===== config.mk =====
export PLATFORM = sky130hd
export DESIGN_NAME = load_store_unit
export DESIGN_NICKNAME = d
export VERILOG_FILES = /design/src/rtl/lsu_pkg.sv /design/src/rtl/lsu_lane.sv /design/src/rtl/load_store_unit.sv
export SDC_FILE = /design/constraint.sdc
export NUM_CORES = 1
export LEC_CHECK = 0
export CORE_ASPECT_RATIO = 1.75
export CORE_MARGIN = 2
export CORE_UTILIZATION = 30
export DETAILED_ROUTE_END_ITERATION = 6
export DONT_BUFFER_PORTS = 1
export SETUP_SLACK_MARGIN = 0.15
export SYNTH_ARGS = -nofsm -noshare
export SYNTH_HDL_FRONTEND = slang
export SYNTH_SLANG_ARGS = --single-unit

===== constraint.sdc =====
create_clock -name CLK -period 1.7 [get_ports CLK]
set_clock_uncertainty 0.05 [all_clocks]
set_input_delay 0.34 -clock CLK [delete_from_list [all_inputs] [get_ports CLK]]
set_output_delay 0.34 -clock CLK [all_outputs]
set_load 0.02 [all_outputs]

===== src/rtl/lsu_pkg.sv =====
// Load/store unit shared definitions: funct3 codes, FSM states,
// and the alignment / funct3 legality check.
package lsu_pkg;

  localparam logic [2:0] F3_B  = 3'd0;
  localparam logic [2:0] F3_H  = 3'd1;
  localparam logic [2:0] F3_W  = 3'd2;
  localparam logic [2:0] F3_BU = 3'd4;
  localparam logic [2:0] F3_HU = 3'd5;

  typedef enum logic [2:0] {
    S_IDLE,
    S_LOAD,
    S_READ,
    S_WRITE,
    S_RESP
  } state_t;

  // Unsigned variants exist only for loads.
  function automatic logic is_legal(
    input logic       we,
    input logic [2:0] funct3,
    input logic [1:0] addr
  );
    logic ok;
    ok = 1'b0;
    case (funct3)
      F3_B:    ok = 1'b1;
      F3_H:    ok = ~addr[0];
      F3_W:    ok = (addr == 2'b00);
      F3_BU:   ok = ~we;
      F3_HU:   ok = ~we & ~addr[0];
      default: ok = 1'b0;
    endcase
    return ok;
  endfunction

endpackage


===== src/rtl/lsu_lane.sv =====
// Byte-lane datapath: load extract/extend and store lane merge.
// Ports: funct3, addr[1:0], rdata/base/wdata in; load_data, merged out.
module lsu_lane
  import lsu_pkg::*;
(
  input  logic [2:0]  funct3,
  input  logic [1:0]  addr,
  input  logic [31:0] rdata,
  input  logic [31:0] base,
  input  logic [31:0] wdata,
  output logic [31:0] load_data,
  output logic [31:0] merged
);

  logic [4:0]  sh;
  logic [31:0] shifted;
  logic [7:0]  b;
  logic [15:0] h;

  always_comb begin
    sh      = {addr, 3'b000};
    shifted = rdata >> sh;
    b       = shifted[7:0];
    h       = addr[1] ? rdata[31:16] : rdata[15:0];

    load_data = rdata;
    case (funct3)
      F3_B:    load_data = {{24{b[7]}}, b};
      F3_BU:   load_data = {24'b0, b};
      F3_H:    load_data = {{16{h[15]}}, h};
      F3_HU:   load_data = {16'b0, h};
      default: load_data = rdata;
    endcase

    merged = wdata;
    case (funct3[1:0])
      2'd0: merged = (base & ~(32'hFF << sh))
                   | ({24'b0, wdata[7:0]} << sh);
      2'd1: merged = addr[1]
                   ? {wdata[15:0], base[15:0]}
                   : {base[31:16], wdata[15:0]};
      default: merged = wdata;
    endcase
  end

endmodule


===== src/rtl/load_store_unit.sv =====
// Sequences load/store requests onto a word-only data memory,
// with RMW for SB/SH. Ports: req_* in, rsp_* out, mem_* to memory.
module load_store_unit
  import lsu_pkg::*;
#(
  parameter int ADDR_W = 32
) (
  input  logic              CLK,
  input  logic              RST,
  input  logic              req_valid,
  output logic              req_ready,
  input  logic              req_we,
  input  logic [2:0]        req_funct3,
  input  logic [ADDR_W-1:0] req_addr,
  input  logic [31:0]       req_wdata,
  output logic              rsp_valid,
  output logic [31:0]       rsp_rdata,
  output logic              rsp_error,
  output logic              mem_we,
  output logic [ADDR_W-1:0] mem_addr,
  output logic [31:0]       mem_wdata,
  input  logic [31:0]       mem_rdata
);

  state_t            state, nxt;
  logic              we_q;
  logic [2:0]        f3_q;
  logic [ADDR_W-1:0] addr_q;
  logic [31:0]       wdata_q;
  logic [31:0]       base_q;
  logic [31:0]       rdata_q;
  logic              err_q;
  logic              accept;
  logic              legal;
  logic [31:0]       load_data;
  logic [31:0]       merged;

  lsu_lane u_lane (
    .funct3    (f3_q),
    .addr      (addr_q[1:0]),
    .rdata     (mem_rdata),
    .base      (base_q),
    .wdata     (wdata_q),
    .load_data (load_data),
    .merged    (merged)
  );

  always_comb begin
    legal  = is_legal(req_we, req_funct3, req_addr[1:0]);
    accept = req_valid && (state == S_IDLE);
    nxt    = state;
    case (state)
      S_IDLE:
        if (req_valid) begin
          if (!legal)                   nxt = S_RESP;
          else if (!req_we)             nxt = S_LOAD;
          else if (req_funct3 == F3_W)  nxt = S_WRITE;
          else                          nxt = S_READ;
        end
      S_LOAD:  nxt = S_RESP;
      S_READ:  nxt = S_WRITE;
      S_WRITE: nxt = S_RESP;
      S_RESP:  nxt = S_IDLE;
      default: nxt = S_IDLE;
    endcase

    req_ready = (state == S_IDLE);
    rsp_valid = (state == S_RESP) && !RST;
    // A reset landing on WRITE must not reach the memory.
    mem_we    = (state == S_WRITE) && !RST;
    mem_wdata = (state == S_WRITE) ? merged : 32'b0;
    mem_addr  = {addr_q[ADDR_W-1:2], 2'b00};
    rsp_rdata = rdata_q;
    rsp_error = err_q;
  end

  always_ff @(posedge CLK) begin
    if (RST) begin
      state   <= S_IDLE;
      we_q    <= 1'b0;
      f3_q    <= 3'b0;
      addr_q  <= '0;
      wdata_q <= 32'b0;
      base_q  <= 32'b0;
      rdata_q <= 32'b0;
      err_q   <= 1'b0;
    end else begin
      state <= nxt;
      if (accept) begin
        we_q    <= req_we;
        f3_q    <= req_funct3;
        addr_q  <= req_addr;
        wdata_q <= req_wdata;
        if (!legal) begin
          rdata_q <= 32'b0;
          err_q   <= 1'b1;
        end
      end
      case (state)
        S_LOAD: begin
          rdata_q <= load_data;
          err_q   <= 1'b0;
        end
        S_READ: base_q <= mem_rdata;
        S_WRITE: begin
          rdata_q <= 32'b0;
          err_q   <= 1'b0;
        end
        default: ;
      endcase
    end
  end

endmodule


Yosys cells after proc, flatten, opt, wreduce, memory -nomap -nowiden --
Index checks and enable logic that the tools add are counted.
Cells by class: reduce and logical (&&, ||, !) cells 14, equality and inequality tests 14, bitwise gates (word level) 7, shift-type cells 3, multiplexer cells 14
Operators with widths (count):
- $mux W32 | 4
- $pmux W32 S2 | 2
- $pmux W32 S4 | 1
- $and A32 B32 Y32 | 1
- $not A32 Y32 | 1
- $or A32 B32 Y32 | 1
- $shl A8 B5 Y32 | 1
- $shl A8 B5 Y32 const A | 1
- $shr A32 B5 Y8 | 1
- $mux W16 | 1
- $eq A3 B3 Y1 const B | 5
- $eq A3 B1 Y1 const B | 3
- $eq A3 B2 Y1 const B | 3
- $logic_not A3 Y1 | 3
- $pmux W3 S3 | 1
- $mux W3 | 2
- $pmux W1 S5 | 1
- $logic_not A2 Y1 | 2
- $reduce_and A2 Y1 | 2
- $logic_and A1 B1 Y1 | 3
- $ne A3 B1 Y1 const B | 1
- $not A1 Y1 | 3
- $reduce_bool A3 Y1 | 1
- $reduce_or A3 Y1 | 1
- 7 further kinds | 7
Storage, ports and cells: logic and storage cells 59, bits of input ports 103, bits in registers 135

Longest topological paths before layout --
Gate-level depths: netlist (run 1).
depth after elaboration 6, mapped depth 7, depth with buffers taken out 4

Hierarchy --
From an unflattened synthesis (run 1), not the netlist that was laid out.
Second synthesis, totals: cell total of the unflattened synthesis 833, area total of the unflattened synthesis 6652.6 sq um
Modules (own cells, without submodules):
- load_store_unit | area an instance 5113.7 sq um, cells each 604, times used 1
- lsu_lane | area an instance 1539.0 sq um, cells each 229, times used 1

Worst setup path after synthesis (run 1) --
OpenSTA, ideal clock, no wires.
path kind reg2out, start register addr_q[1], end output port mem_wdata[19], cell stages (with the launch flop) 6, buffers on the path 3, slack -0.520 ns, data arrival time 1.830 ns, path through dfxtp_1 -> clkbuf_1 -> clkbuf_1 -> clkbuf_1 -> nand3_1 -> a311oi_1
Between the ends: cells in the longest elaborated chain, start to end 6, elaborated cells on any way between the ends 8, those cells by class 2 x shift; 3 x mux; 3 x bitwise
RTL lines:
- from (decl) | line load_store_unit.sv:28 | logic [ADDR_W-1:0] addr_q;
- from (signal assigned) | line load_store_unit.sv:92 | addr_q <= req_addr;
- $shl A8 B5 Y32 | line lsu_lane.sv:37 | 2'd0: merged = (base & ~(32'hFF << sh))
- $not A32 Y32 | line lsu_lane.sv:37
- $and A32 B32 Y32 | line lsu_lane.sv:37
- $or A32 B32 Y32 | line lsu_lane.sv:38 | | ({24'b0, wdata[7:0]} << sh);
- $pmux W32 S2 * | line lsu_lane.sv:36 | case (funct3[1:0])
- $mux W32 * | line load_store_unit.sv:71 | mem_wdata = (state == S_WRITE) ? merged : 32'b0;
- to (decl) | line load_store_unit.sv:21 | output logic [31:0] mem_wdata,
Every way passes the cells marked *; elsewhere a longest branch is shown, timed or not.

Final worst setup path (run 1) --
start register f3_q[0], end output port mem_wdata[27]
Between the ends: cells in the longest elaborated chain, start to end 3, elaborated cells on any way between the ends 4, those cells by class 1 x eq/ne; 2 x mux; 1 x reduce/logical
RTL lines:
- from (decl) | line load_store_unit.sv:27 | logic [2:0] f3_q;
- from (signal assigned) | line load_store_unit.sv:91 | f3_q <= req_funct3;
- $eq A2 B1 Y1 / $logic_not A2 Y1 (equally long branches) | line lsu_lane.sv:36
- $pmux W32 S2 * | line lsu_lane.sv:36
- $mux W32 * | line load_store_unit.sv:71
Marks and branches as above.

==> impl_metrics.py, run 1 <==
metrics = {
    "synthesis": {
        "synth_common_cells": "255 x nand2_1, 135 x dfxtp_1, 134 x a21oi_1, 52 x clkbuf_1, 34 x buf_4",
        "yosys.area.top_type_share_pct": 43.17,
        "synth-seq-cells": 135,
        "yosys.area_share.xor_xnor_pct": 0,
        "synth_cell_type_count": 44,
        "synthSimpleGateAreaFrac_pct": 23.45,
        "yosysMostFrequentCell": "nand2_1",
        "synth_seq_area_share_pct": 43.17,
        "synth_compound_area_share_pct": 23.95,
        "async_flop_share_pct": 0,
        "ys_warn_count": 0,
        "synth_top_area_cell": "dfxtp_1",
        "syn-cell-area_um2": 6260,
        "syn_area_per_cell_um2": 7.506,
        "synth_top_family_by_area": "compound AO/OA/AOI/OAI gates",
        "yosys_most_used_dff": "dfxtp_1",
        "synth_edf_count": 0,
        "synth_area_leaders": "dfxtp_1 43%, nand2_1 15%, a21oi_1 11%",
        "synthAdderAreaFrac_pct": 0,
        "synth_mux_area_share_pct": 0.6796,
        "synth_cells": 834,
    },
    "placement": {
        "dp_hpwl_um": 16110,
        "place_inst": 1078,
        "portBuffers": 0,
        "place_ws_ns": -0.1614,
        "gp_congestion": 0.8864,
    },
    "run_status": {
        "violations": "DRC, hold timing, setup timing",
        "run_status": "complete, but fails checks",
    },
    "die": {
        "initial_core_util_pct": 30.72,
        "core_region_area_um2": 20370,
        "rows": 69,
        "fp.dieH_um": 195.1,
        "dieArea_um2": 22080,
        "die_x_um": 113.2,
        "io_pins": 203,
    },
    "power_and_ir_drop": {
        "clock_power_share_pct": 42.3,
        "leakagePower_nw": 3.345,
        "total_power_w": 0.009193,
        "swShare_pct": 28.44,
        "netSwitchingPower_w": 0.002615,
        "p_per_area_nw_per_um2": 968.7,
        "ir_worst_vdd_mv": 0.5793,
        "power_frac_comb_pct": 18.7,
        "p_int_w": 0.006578,
        "seq_power_share_pct": 39.0,
    },
    "timing": {
        "fin_ws_ns": -0.5140,
        "fmax_ghz": 0.4517,
        "fin_crit_sh_pct": 130.2,
        "hold_viol": 69,
        "holdWs_ns": -0.07925,
        "worst_slew_pin_slew_ns": 0.5181,
        "rsz0062_at_grt": "true",
        "min_period_ns": 2.214,
        "timing.final.max_slew_violations": 0,
        "setup_viol": 131,
        "relSlewSlack_pct": 65.02,
    },
    "worst_setup_path": {
        "cp.arrival_ns": 1.82,
        "critPathCaptureType": "output port",
        "start_kind": "flop",
        "critPathMostFrequentCell": "buf_6",
        "slowest_delay_ns": 0.33,
        "worstPathRequired_ns": 1.31,
        "critPathKind": "reg -> out",
        "critPathBufInv": 3,
        "slowest_stage": "dfxtp_2",
        "crit_chain": "buf_6 > nand2b_4 > nor2_4 > buf_12 > a22oi_2 > a21oi_2 > buf_6",
        "startpoint": "f3_q[0]$_SDFFE_PP0P_",
        "critPathTopFamily": "buffers and inverters",
        "r2r-start": "state[0]$_SDFFE_PP0P_",
        "crit_fanout": 6,
    },
    "route": {
        "vias": 6263,
        "vias_per_cell": 5.484,
        "wire_per_inst_um": 21.44,
        "wl_um": 24480,
        "drc_errors": 7,
        "drtPass1Iterations": 7,
        "antenna_left": 0,
        "drt_iter0_drc": 330,
    },
    "global_routing": {
        "grt_overflow": 0,
        "antenna_found_initial": 0,
        "grt_use_total_pct": 21.26,
        "grt_pass1_wl_um": 35560,
        "grt_max_degree": 108,
        "first_global_vias": 6094,
    },
    "clocking": {
        "cts_buffers": 17,
        "path_clk_slew_ns": 0.06,
        "htreeDepth": 4,
        "cts_buffer_depth": 2,
        "cts_tree": "done",
        "cts_num_sinks": 135,
        "clkLatencyLatePin_ns": 0.43,
        "cts-root-buf": "clkbuf_16",
    },
    "finish": {
        "area_growth_pct": 51.61,
        "fin_cells": 1142,
        "drive_above_1_share_pct": 41.39,
        "fillerInstances": 1921,
        "antenna_cells": 0,
        "fin_nets": 984,
    },
    "min_path": {
        "min-delay-path-class": "in -> reg",
        "min_from": "RST",
    },
    "job": {
        "maxCapViolCount": 0,
    },
}
flip-flops by register name, summed over array words and instances, names as in the netlist:
register	flops
addr_q	32
base_q	32
rsp_rdata	32
wdata_q	32
f3_q	3
state	3
rsp_error	1
worst reg2reg max path: cells and delay by family (launching register included):
family                 cells  cell delay [ns]
AO/OA/AOI/OAI              1             0.20
flip-flops                 1             0.33
buffers and inverters      5             0.62
AND/OR/NAND/NOR            3             0.54
per-stage QoR:
step	util (%)	TNS, ns	hold slack [ns]	instance area [um2]
2_1_floorplan	-	-0.4193	0.3859	6959
3_3_place_gp	36.50	-4.038	0.3658	7436
3_5_place_dp	36.50	-4.929	0.3679	7436
4_1_cts	44.49	-16.67	-0.09225	9065
5_1_grt	46.58	-31.98	-0.1013	9490
6_report	46.58	-22.28	-0.07925	9490
power by group through the flow:
stage	combinational, W	clock [W]	sequential [W]
CTS	0.00154	0.00394	0.00358
global placement	0.00113	0	0.00364
finish	0.00172	0.00389	0.00359
global route	0.00183	0.00408	0.00360
detailed placement	0.00115	0	0.00364
floorplan	0.000982	0	0.00352
worst paths after layout:
path              cells past startpoint  slack (ns)                         end
setup reg to reg                      9       -0.14  rsp_rdata[27]$_SDFFE_PP0P_
hold reg to reg                       2        0.41    wdata_q[27]$_SDFFE_PP0P_
hold / removal                        1       -0.08     addr_q[30]$_SDFFE_PP0P_
setup / recovery                      7       -0.51               mem_wdata[27]
cell usage in the layout, fill, tap and decap left out, types with 8 or more instances in the layout:
master     count
a21oi_1       64
a21oi_2       57
a21oi_4       13
a22o_1        18
a22oi_2        9
a311oi_4       8
buf_12        18
buf_16         9
buf_4         56
buf_6         33
clkbuf_16     23
dfxtp_1      128
inv_1          9
nand2_1      183
nand2_2       40
nand2_4       31
nand3_1       13
nor2_1        14
o21ai_0       20
o2bb2ai_2      8
or3_1         14
layout make-up:
| cell class | count | area, um2 | share of cell area (%) |
|---|---|---|---|
| multi-input cells | 592 | 4215 | 44.42 |
| flip-flops and latches | 135 | 2721 | 28.68 |
| repair buffers | 124 | 1580 | 16.65 |
| clock buffers | 22 | 474.2 | 4.997 |
| well taps | 248 | 310.3 | 3.270 |
| clock inverters | 10 | 143.9 | 1.516 |
| inverters | 11 | 45.04 | 0.4746 |
routing by layer:
metal,share of wire [%],track usage (%)
met5,0,0
met4,4.6,10.25
met3,6.2,5.897
met1,34,21.11
met2,55,39.88
repair_timing:
item | 4_1_cts | 5_1_grt
hold endpoints to repair | 103 | 103
pin swaps | 120 | 27
gates cloned | 9 | 7
setup endpoints to repair | 70 | 138
resized for setup | 183 | 55
buffers inserted | 11 | 5
kinds of logic after synthesis:
logic type             after synthesis
AOI/OAI and AO/OA                  244
buffers and inverters              109
DFF                                135
muxes                                4
other                                1
and+or+nand+nor                    341
No activity file was read; power rests on OpenSTA's default activity.
==> inputs of run 2 (changes only) <==
--- a/config.mk
+++ b/config.mk
@@ -5,11 +5,12 @@
 export SDC_FILE = /design/constraint.sdc
 export NUM_CORES = 1
 export LEC_CHECK = 0
-export CORE_ASPECT_RATIO = 1.75
+export CORE_ASPECT_RATIO = 1.4
 export CORE_MARGIN = 2
 export CORE_UTILIZATION = 30
 export DETAILED_ROUTE_END_ITERATION = 6
 export DONT_BUFFER_PORTS = 1
+export RECOVER_POWER = 50
 export SETUP_SLACK_MARGIN = 0.15
 export SYNTH_ARGS = -nofsm -noshare
 export SYNTH_HDL_FRONTEND = slang
==> run 2 against run 1 <==
  * Hold slack improved by 0.011 ns
  * Critical path depth is 1 lower
  * Clock power decreased by 1%
  * The run ends with hold timing, setup timing left
  * Critical path type unchanged
==> impl_metrics.py, run 2 (synthesis gave the netlist of run 1 again) <==
metrics = {
    "clocking": {
        "path_clk_slew_ns": 0.06,
        "clkLatencyLatePin_ns": 0.43,
        "cts_buffer_depth": 2,
        "cts-root-buf": "clkbuf_16",
        "htreeDepth": 4,
        "cts_num_sinks": 135,
        "cts_buffers": 17,
        "cts_tree": "done",
    },
    "finish": {
        "antenna_cells": 0,
        "final_common_cell": "nand2_1",
        "fin_area_um2": 8670,
        "final_cell_mix": "239 x nand2_1, 128 x dfxtp_1, 110 x a21oi_1",
        "drive_above_1_share_pct": 29.41,
        "fillerInstances": 2018,
        "fin_nets": 975,
        "utilization_pct": 42.33,
        "fin_cells": 1140,
        "area_growth_pct": 38.50,
    },
    "route": {
        "vias": 6127,
        "drtPass1Iterations": 5,
        "wire_per_inst_um": 19.45,
        "drc_errors": 0,
        "drt_iter0_drc": 464,
        "antenna_left": 0,
        "maxUsedRoutingLayer": "met4",
        "wl_um": 22170,
        "vias_per_cell": 5.375,
        "met1Wirelength_um": 8672,
        "met3_wirelength_um": 1614,
        "wl_met2_um": 11040,
    },
    "timing": {
        "rsz0062_at_grt": "true",
        "fin_ws_ns": -0.5304,
        "holdWs_ns": -0.06846,
        "tns_ns": -17.22,
        "hold_viol": 53,
        "fin_crit_sh_pct": 131.2,
        "setup_viol": 65,
        "fmax_ghz": 0.4483,
        "timing.final.max_slew_violations": 0,
        "min_period_ns": 2.230,
    },
    "global_routing": {
        "first_global_vias": 5860,
        "grt_pass1_wl_um": 33480,
        "grt_use_total_pct": 19.50,
        "grt_max_degree": 108,
        "antenna_found_initial": 0,
        "grt_overflow": 0,
    },
    "die": {
        "core_region_area_um2": 20480,
        "fp.dieH_um": 174.9,
        "dieArea_um2": 22050,
        "rows": 62,
        "die_x_um": 126.1,
        "io_pins": 203,
        "initial_core_util_pct": 30.57,
    },
    "min_path": {
        "min-delay-path-class": "in -> reg",
        "min_from": "RST",
    },
    "worst_setup_path": {
        "crit_fanout": 8,
        "worstPathRequired_ns": 1.31,
        "critPathCaptureType": "output port",
        "startpoint": "f3_q[0]$_SDFFE_PP0P_",
        "r2r-start": "state[0]$_SDFFE_PP0P_",
        "start_kind": "flop",
        "critPathKind": "reg -> out",
        "cp.arrival_ns": 1.84,
    },
    "job": {
        "maxCapViolCount": 0,
    },
    "placement": {
        "gp_congestion": 0.8960,
        "portBuffers": 0,
        "dp_hpwl_um": 15940,
        "placed_area_um2": 7406,
        "place_inst": 1084,
    },
    "power_and_ir_drop": {
        "ir_worst_vdd_mv": 0.7132,
        "leakagePower_nw": 3.037,
        "p_per_area_nw_per_um2": 1015,
    },
    "run_status": {
        "run_status": "complete, but fails checks",
        "violations": "hold timing, setup timing",
    },
}
run 2: power by group:
| part | internal (W) | switching [W] |
|---|---|---|
| logic | 0.000612 | 0.000749 |
| registers | 0.00333 | 0.000260 |
| clock network | 0.00245 | 0.00139 |
| total | 0.00640 | 0.00240 |
run 2: worst max-delay path: stages (launching register included):
cell      delay (ns)
dfxtp_4         0.35
buf_6           0.12
nand2b_4        0.19
nor2_4          0.26
a22oi_2         0.10
a21oi_2         0.21
buf_4           0.17
run 2: area by class of cell:
type	instances	area, um2	share of cell area [%]
multi-input combinational	591	3790	43.71
sequential	135	2724	31.42
timing repair buffer	116	1184	13.65
clock buffer	24	491.7	5.672
tap	256	320.3	3.695
clock inverter	7	117.6	1.357
inverter	11	42.54	0.4907
run 2: per-stage QoR:
stage                     setup WS (ns)  power [W]  hold WS [ns]
after floorplan                -0.01627   0.004502        0.3859
after global placement          -0.1745   0.004748        0.3659
after detailed placement        -0.1960   0.004763        0.3673
after CTS                       -0.5630   0.008800      -0.09033
after global routing            -0.5876   0.009114      -0.07908
final                           -0.5304   0.008797      -0.06846
run 2: path summary, 6_finish.rpt:
path | to | slack [ns] | cells past startpoint
max | mem_wdata[29] | -0.53 | 6
min | addr_q[3]$_SDFFE_PP0P_ | -0.07 | 1
max reg2reg | rsp_rdata[9]$_SDFFE_PP0P_ | -0.16 | 5
min reg2reg | base_q[2]$_SDFFE_PP0P_ | 0.41 | 2
run 2: layer usage:
layer,GRT usage (%),vias to the layer above
met1,22.71,2924
met3,5.542,39
met5,0,-
met4,9.799,0
li1,-,2932
met2,32.62,232
run 2: timing repair:
item,CTS,global route
setup endpoints to repair,112,86
cloned,1,1
gates resized for setup,86,41
endpoints found under the hold margin,103,103
pin swaps,47,37
buffers inserted,17,6
